<file path="src/rtl/class_gen.sv">
// class_gen: scans 4-bit codes START_VAL..15 and emits those in the class chosen by sel.
// Optional feature macro CLASS_GEN_COUNT_EN adds the saturating match_count counter.
module class_gen #(
    parameter int unsigned START_VAL = 1
) (
    input  logic       clk,
    input  logic       rst,
    input  logic       start,
    input  logic [1:0] sel,
    output logic [3:0] out_val,
    output logic       out_valid,
    input  logic       out_ready,
    output logic       busy,
    output logic       done,
    output logic [3:0] match_count
);

    // Out-of-range start values fall back to 1 so code 0 can never be scanned.
    localparam logic [3:0] StartVal = (START_VAL >= 1 && START_VAL <= 15) ?
                                      4'(START_VAL) : 4'd1;

    typedef enum logic [1:0] {StIdle, StScan, StHold, StDone} state_e;

    state_e     state;
    logic [3:0] cand;
    logic [1:0] sel_q;
    logic       mult3;
    logic       even;
    logic       hit;

    always_comb begin
        mult3 = (cand == 4'd3) || (cand == 4'd6) || (cand == 4'd9) ||
                (cand == 4'd12) || (cand == 4'd15);
        even  = (cand != 4'd0) && !cand[0];
        hit   = 1'b0;
        case (sel_q)
            2'b00:   hit = mult3;
            2'b01:   hit = even;
            2'b10:   hit = mult3 && even;
            default: hit = (cand != 4'd0) && cand[0] && !mult3;
        endcase
    end

    always_ff @(posedge clk) begin
        if (rst) begin
            state     <= StIdle;
            cand      <= StartVal;
            sel_q     <= 2'b00;
            out_val   <= 4'd0;
            out_valid <= 1'b0;
            busy      <= 1'b0;
            done      <= 1'b0;
        end else begin
            done <= 1'b0;
            case (state)
                StIdle: begin
                    if (start) begin
                        sel_q <= sel;
                        cand  <= StartVal;
                        busy  <= 1'b1;
                        state <= StScan;
                    end
                end
                StScan: begin
                    if (hit) begin
                        out_val   <= cand;
                        out_valid <= 1'b1;
                        state     <= StHold;
                    end else if (cand == 4'd15) begin
                        done  <= 1'b1;
                        state <= StDone;
                    end else begin
                        cand <= cand + 4'd1;
                    end
                end
                StHold: begin
                    if (out_ready) begin
                        out_valid <= 1'b0;
                        if (cand == 4'd15) begin
                            done  <= 1'b1;
                            state <= StDone;
                        end else begin
                            cand  <= cand + 4'd1;
                            state <= StScan;
                        end
                    end
                end
                StDone: begin
                    busy  <= 1'b0;
                    state <= StIdle;
                end
                default: state <= StIdle;
            endcase
        end
    end

`ifdef CLASS_GEN_COUNT_EN
    logic [3:0] count_q;

    always_ff @(posedge clk) begin
        if (rst) begin
            count_q <= 4'd0;
        end else if (state == StIdle && start) begin
            count_q <= 4'd0;
        end else if (state == StHold && out_ready && count_q != 4'd15) begin
            count_q <= count_q + 4'd1;
        end
    end

    assign match_count = count_q;
`else
    assign match_count = 4'd0;
`endif

endmodule

</file>
<file path="config.mk">
export PLATFORM = sky130hd
export DESIGN_NAME = class_gen
export DESIGN_NICKNAME = d
export VERILOG_FILES = /design/src/rtl/class_gen.sv
export SDC_FILE = /design/constraint.sdc
export NUM_CORES = 1
export LEC_CHECK = 0
export CAP_MARGIN = 20
export CORE_UTILIZATION = 51
export CTS_CLUSTER_DIAMETER = 150
export DETAILED_ROUTE_END_ITERATION = 8
export PLACE_DENSITY = 0.76
export SYNTH_ARGS = -nofsm -noshare
export SYNTH_HDL_FRONTEND = slang
export SYNTH_SLANG_ARGS = --single-unit
</file>
<file path="constraint.sdc">
create_clock -name clk -period 3.1 [get_ports clk]
set_clock_uncertainty 0.1 [all_clocks]
set_input_delay 0.62 -clock clk [delete_from_list [all_inputs] [get_ports clk]]
set_output_delay 0.62 -clock clk [all_outputs]
set_load 0.02 [all_outputs]
</file>
==> results.json, run 1 <==
{
  "timing.critical_path.cells": "ha_1, mux2i_1, o22ai_2, mux2i_4, a31oi_4, or3_1, a221oi_1",
  "routed.top_layer": "met4",
  "top_level_ports": 17,
  "cp_top_family": "compound AO/OA/AOI/OAI gates",
  "rrSetupSlack_ps": 410,
  "hpwl_um": 1456,
  "critical_path.endpoint_type": "flop",
  "postCtsResizedCells": 0,
  "cap_violations": 0,
  "max_slew_margin": 0.6254,
  "synth_enable_flop_cells": 0,
  "grt_util_all_layers": 0.2005,
  "timing_worst_setup_path_type": "flop to flop",
  "cts_buffers": 3,
  "worst_path_max_fanout": 11,
  "die_area_mm2": 0.002121,
  "route.detailed.vias_per_inst": 5.414,
  "routed-wl-met2_um": 854,
  "synth.lib_cells_used.distinct": 39,
  "ys_flop_type": "dfxtp_1",
  "cts_tree": "built",
  "p_leak_nw": 0.4076,
  "first_pass_iters": 4,
  "routedLengthMet1_um": 977,
  "synthCells": 117,
  "power-per-cell-area_mw_per_mm2": 817.5,
  "drc": 0,
  "cell_rows": 15,
  "grt_antenna_before_repair": 0,
  "drt.antenna.violating_nets": 0,
  "netlist.area_leader.share": 0.3034,
  "cts_max_path_buffers": 2,
  "ys_async_sr_fraction": 0,
  "post_cts.repair.setup_buffers": 0,
  "cts.clk_slew.worst_paths_ps": 90,
  "routed_wire_length_per_instance_um": 12.53,
  "cts_hold_repair.buffers": 0,
  "yosysSeqAreaShare": 0.3034,
  "synth.largest_area_cell": "dfxtp_1",
  "detailroute.wirelength.met3_um": 56,
  "clk-insertion-delay-late_ps": 290,
  "final_min_period_over_clock_period": 0.8681,
  "timing.fmax_ghz": 0.3716,
  "areaGrowthSynthToFinish_pct": 13.40,
  "antenna-diode-count": 0,
  "hold_viol": 0,
  "hold_path_depth": 2,
  "setup-tns-final_ps": 0,
  "numClockSinks": 15,
  "setup_ws_ps": 409.0,
  "min_from": "out_valid$_SDFFE_PP0P_",
  "timing.rr.start": "cand[0]$_SDFFE_PP1P_",
  "worst_hold_path_type": "flop to flop",
  "synth.avg_cell_area_um2": 8.459,
  "outcome": "finished clean",
  "rr_worst_depth": 7,
  "yosysWarningCount": 0,
  "worst_setup_path_start_kind": "flop",
  "fillCellCount": 162,
  "die_y_um": 46.05,
  "gp_congestion": 0.8106,
  "worst_path_largest_cell_delay_ps": 560,
  "placeableCoreArea_mm2": 0.001764,
  "grt_setup_unrepaired": "no",
  "drive_gt1_frac": 0.09449,
  "final-setup-viol-count": 0,
  "critical_path_required_ps": 3190,
  "regToRegEndpoint": "cand[2]$_SDFFE_PP0P_",
  "netlist_area_before_placement_um2": 989.7,
  "root_buffer": "clkbuf_4",
  "critical_path_arrival_ps": 2780,
  "first_iter_violations": 9,
  "holdPathEnd": "out_valid$_SDFFE_PP0P_",
  "global_route_wire_length_before_repair_um": 3125,
  "die-width_um": 46.05,
  "finalMaxSlewViolations": 0,
  "period_minus_slack_ps": 2691,
  "gr-total-overflow": 0,
  "synth_top_cells_by_area": "dfxtp_1 30%, ha_1 10%, mux2i_1 5.1%",
  "via_count_of_the_first_global_routing_pass": 739,
  "total_nets_final": 142,
  "power.ir.vdd_worst_v": 0.0004950,
  "initial_core_util": 0.5610,
  "grt_start_max_net_pins": 18,
  "total_power_of_the_final_layout_uw": 917.5,
  "cts-htree-levels": 1,
  "worstMarginPinSlew_ps": 560.1,
  "dp_worst_setup_slack_ps": 460.9,
  "synth-seq-cells": 15,
  "critPathSlowestCell": "dfxtp_1",
  "postRouteWirelength_um": 1905,
  "port_buffers": 12,
  "total_number_of_vias": 823,
  "cp.buffers_inverters": 0
}
[layout make-up]
class                   count  area [um^2]  area share
well taps                  25        31.28     0.02787
inverters                  11        41.29     0.03679
multi-input cells          85        601.8      0.5362
clock inverters             1        5.005    0.004459
repair buffers             12        120.1      0.1070
flip-flops and latches     15        300.3      0.2676
clock buffers               3        22.52     0.02007
[cell families (layout without fill, tap and decap cells)]
kind of cell,count (synthesis),count (layout),synth area share
other cells,1,4,0.003789
simple gates,40,40,0.2048
compound gates,27,27,0.2137
flops,15,15,0.3034
fa+ha+maj,8,8,0.1011
buf+inv,20,27,0.09987
mux,6,6,0.07333
[routing by layer]
metal / vias up / global-route usage
li1: 429 / -
met5: - / 0
met3: 2 / 0.02353
met4: 0 / 0.05882
met1: 377 / 0.2830
met2: 15 / 0.3183
[power breakdown]
| group | switching [mW] | internal (mW) |
|---|---|---|
| registers | 0.0686 | 0.236 |
| clock network | 0.0674 | 0.0480 |
| logic | 0.291 | 0.206 |
| total | 0.427 | 0.490 |
[sequential cells by signal, summed over array words and instances (netlist names)]
name       flops
cand           4
sel_q          2
out_valid      1
busy           1
done           1
out_val        4
state          2
[cells in the mapped netlist (3+ instances only)]
cell / count
o21ai_0: 3
clkbuf_1: 3
a21oi_1: 5
ha_1: 8
inv_1: 11
nor2_1: 11
buf_4: 4
dfxtp_1: 15
mux2i_1: 5
nand2_1: 11
nand3_1: 5
[per-stage QoR]
step / hold slack (ps) / area (um^2) / utilization / instances
after floorplan: 370.4 / 1001 / - / 120
after CTS: 407.1 / 1122 / 0.6362 / 152
after detailed placement: 380.7 / 1095 / 0.6206 / 148
after global routing: 432.1 / 1122 / 0.6362 / 152
after global placement: 365.9 / 1095 / 0.6206 / 148
final: 403.8 / 1122 / 0.6362 / 152
[cell usage in the layout, fill, tap and decap left out, types with 4 or more instances in the layout]
cell type	n
mux2i_1	5
nor2_1	11
nand2_1	11
dfxtp_1	15
conb_1	4
a21oi_1	5
inv_1	11
clkdlybuf4s50_1	12
nand3_1	5
ha_1	8
[worst max-delay path by stage]
stage / from / to / slack [ps] / depth (start not counted)
after CTS: cand[0]$_SDFFE_PP1P_ / cand[2]$_SDFFE_PP0P_ / 440 / 7
final: cand[0]$_SDFFE_PP1P_ / cand[2]$_SDFFE_PP0P_ / 410 / 7
after global routing: cand[0]$_SDFFE_PP1P_ / cand[2]$_SDFFE_PP0P_ / 310 / 7
after detailed placement: cand[0]$_SDFFE_PP1P_ / cand[2]$_SDFFE_PP0P_ / 460 / 7
after global placement: cand[0]$_SDFFE_PP1P_ / cand[2]$_SDFFE_PP0P_ / 570 / 7
after floorplan: cand[0]$_SDFFE_PP1P_ / cand[3]$_SDFFE_PP0P_ / 710 / 8
[worst reg2reg max path, stage by stage, from the launching register on]
cell	delay (ps)
dfxtp_1	560
ha_1	350
mux2i_1	130
o22ai_2	270
mux2i_4	350
a31oi_4	190
or3_1	380
a221oi_1	270
Power figures use the tool's default switching activity.
==> run 2: changes to the inputs <==
Settings changed: CORE_ASPECT_RATIO set to 1.2.
==> run 2 against run 1 <==
Count of clock-buffer cells in the layout grew 1; cell count shrank 3.9%; maximum frequency grew 1.6%; die area is essentially flat; hold slack lost 6.4 ps; routed wire length grew 3.6%; largest power group unchanged.
==> results.json, run 2 (synthesis gave the netlist of run 1 again) <==
{
  "die_area_mm2": 0.002122,
  "post_cts.repair.setup_buffers": 0,
  "clk-insertion-delay-late_ps": 280,
  "crit_start": "cand[0]$_SDFFE_PP1P_",
  "gp_congestion": 0.8297,
  "total_nets_final": 142,
  "period_minus_slack_ps": 2649,
  "power.ir.vdd_worst_v": 0.0004745,
  "first_pass_iters": 4,
  "critical_path.endpoint_type": "flop",
  "hpwl_um": 1447,
  "areaGrowthSynthToFinish_pct": 12.52,
  "postRouteWirelength_um": 1974,
  "leading_registers_by_flop_count": "cand: 4 flops, out_val: 4 flops",
  "total_number_of_vias": 865,
  "die_y_um": 50.26,
  "die-width_um": 42.22,
  "worst_hold_path_type": "flop to flop",
  "power-per-cell-area_mw_per_mm2": 822.5,
  "cts-htree-levels": 1,
  "cts_max_path_buffers": 2,
  "drt.antenna.violating_nets": 0,
  "rr_worst_depth": 7,
  "cts_tree": "built",
  "cts_hold_repair.buffers": 0,
  "worst-path-stages": 7,
  "route.detailed.vias_per_inst": 5.925,
  "worst_path_largest_cell_delay_ps": 550,
  "final-setup-viol-count": 0,
  "cts_buffers": 3,
  "regToRegEndpoint": "cand[3]$_SDFFE_PP0P_",
  "hold-worst-slack_ps": 397.4,
  "critical_path_arrival_ps": 2740,
  "cp.buffers_inverters": 0,
  "top_level_ports": 17,
  "grt_util_all_layers": 0.2024,
  "critPathSlowestCell": "dfxtp_1",
  "p_leak_nw": 0.4048,
  "first_iter_violations": 12,
  "routed_wire_length_per_instance_um": 13.52,
  "grt_setup_unrepaired": "no",
  "max_slew_margin": 0.6262,
  "worstMarginPinSlew_ps": 558.9,
  "final_min_period_over_clock_period": 0.8546,
  "hold_viol": 0,
  "global_route_wire_length_before_repair_um": 3339,
  "layout.cells.most_common": "dfxtp_1",
  "most-common-layout-cells": "15 x dfxtp_1, 12 x clkdlybuf4s50_1, 11 x inv_1, 11 x nor2_1, 11 x nand2_1",
  "cts.clk_slew.worst_paths_ps": 90,
  "timing.critical_path.to": "cand[3]$_SDFFE_PP0P_",
  "critical_path_required_ps": 3190,
  "grt_start_max_net_pins": 18,
  "port_buffers": 12,
  "numClockSinks": 15,
  "timing.critical_path.cells": "ha_1, mux2i_1, o22ai_2, mux2i_4, a31oi_4, or3_1, a221oi_1",
  "setup-tns-final_ps": 0,
  "timing_worst_setup_path_type": "flop to flop",
  "placeableCoreArea_mm2": 0.001829,
  "drc": 0,
  "worst_path_max_fanout": 11,
  "finalMaxSlewViolations": 0,
  "grt_antenna_before_repair": 0,
  "drive_gt1_frac": 0.08661,
  "antenna-diode-count": 0,
  "outcome": "finished clean",
  "via_count_of_the_first_global_routing_pass": 790,
  "rrSetupSlack_ps": 450,
  "cell_rows": 17,
  "initial_core_util": 0.5410,
  "timing.fmax_ghz": 0.3775,
  "cap_violations": 0,
  "root_buffer": "clkbuf_4",
  "gr-total-overflow": 0,
  "cp_top_family": "compound AO/OA/AOI/OAI gates",
  "postCtsResizedCells": 0,
  "timing.rr.start": "cand[0]$_SDFFE_PP1P_",
  "worst_setup_path_start_kind": "flop"
}
## run 2: worst min-delay path by stage
stage,startpoint,to,slack [ps],cells after the start
after detailed placement,busy$_SDFFE_PP0P_,busy$_SDFFE_PP0P_,380,2
after global routing,out_val[1]$_SDFFE_PP0P_,out_val[1]$_SDFFE_PP0P_,440,2
after CTS,busy$_SDFFE_PP0P_,busy$_SDFFE_PP0P_,400,2
final,out_val[2]$_SDFFE_PP0P_,out_val[2]$_SDFFE_PP0P_,400,2
after global placement,busy$_SDFFE_PP0P_,busy$_SDFFE_PP0P_,370,2
after floorplan,sel_q[1]$_SDFFE_PP0P_,sel_q[1]$_SDFFE_PP0P_,370,2
## run 2: layout make-up
type / instances / area [um^2]
Fill cell: 163 / 715.7
Tap cell: 19 / 23.77
Multi-Input combinational cell: 85 / 601.8
Clock buffer: 4 / 26.28
Inverter: 11 / 41.29
Sequential cell: 15 / 300.3
Timing Repair Buffer: 12 / 120.1
## run 2: power breakdown
group | total (mW) | switching, mW | internal, mW
Combinational | 0.496 | 0.290 | 0.206
Sequential | 0.307 | 0.0713 | 0.236
Clock | 0.113 | 0.0630 | 0.0499
Total | 0.916 | 0.424 | 0.492
## run 2: per-layer routing
metal / wire (um) / global-route usage
met5: 0 / 0
met4: 59 / 0.1198
met3: 85 / 0.03597
met2: 926 / 0.3256
met1: 902 / 0.2494
## run 2: metrics by stage
| step | utilization | cells | setup slack [ps] | cell area, um^2 | power (mW) |
|---|---|---|---|---|---|
| after floorplan | - | 120 | 706.1 | 1001 | 0.6906 |
| after global placement | 0.5944 | 142 | 575.4 | 1087 | 0.7878 |
| after detailed placement | 0.5944 | 142 | 480.1 | 1087 | 0.8035 |
| after CTS | 0.6088 | 146 | 457.8 | 1114 | 0.9164 |
| after global routing | 0.6088 | 146 | 269.1 | 1114 | 0.9926 |
| final | 0.6088 | 146 | 450.8 | 1114 | 0.9159 |
## run 2: worst min-delay path, stage by stage (launching register included)
cell	delay (ps)
dfxtp_1	330
mux2i_1	60
nor2_1	70
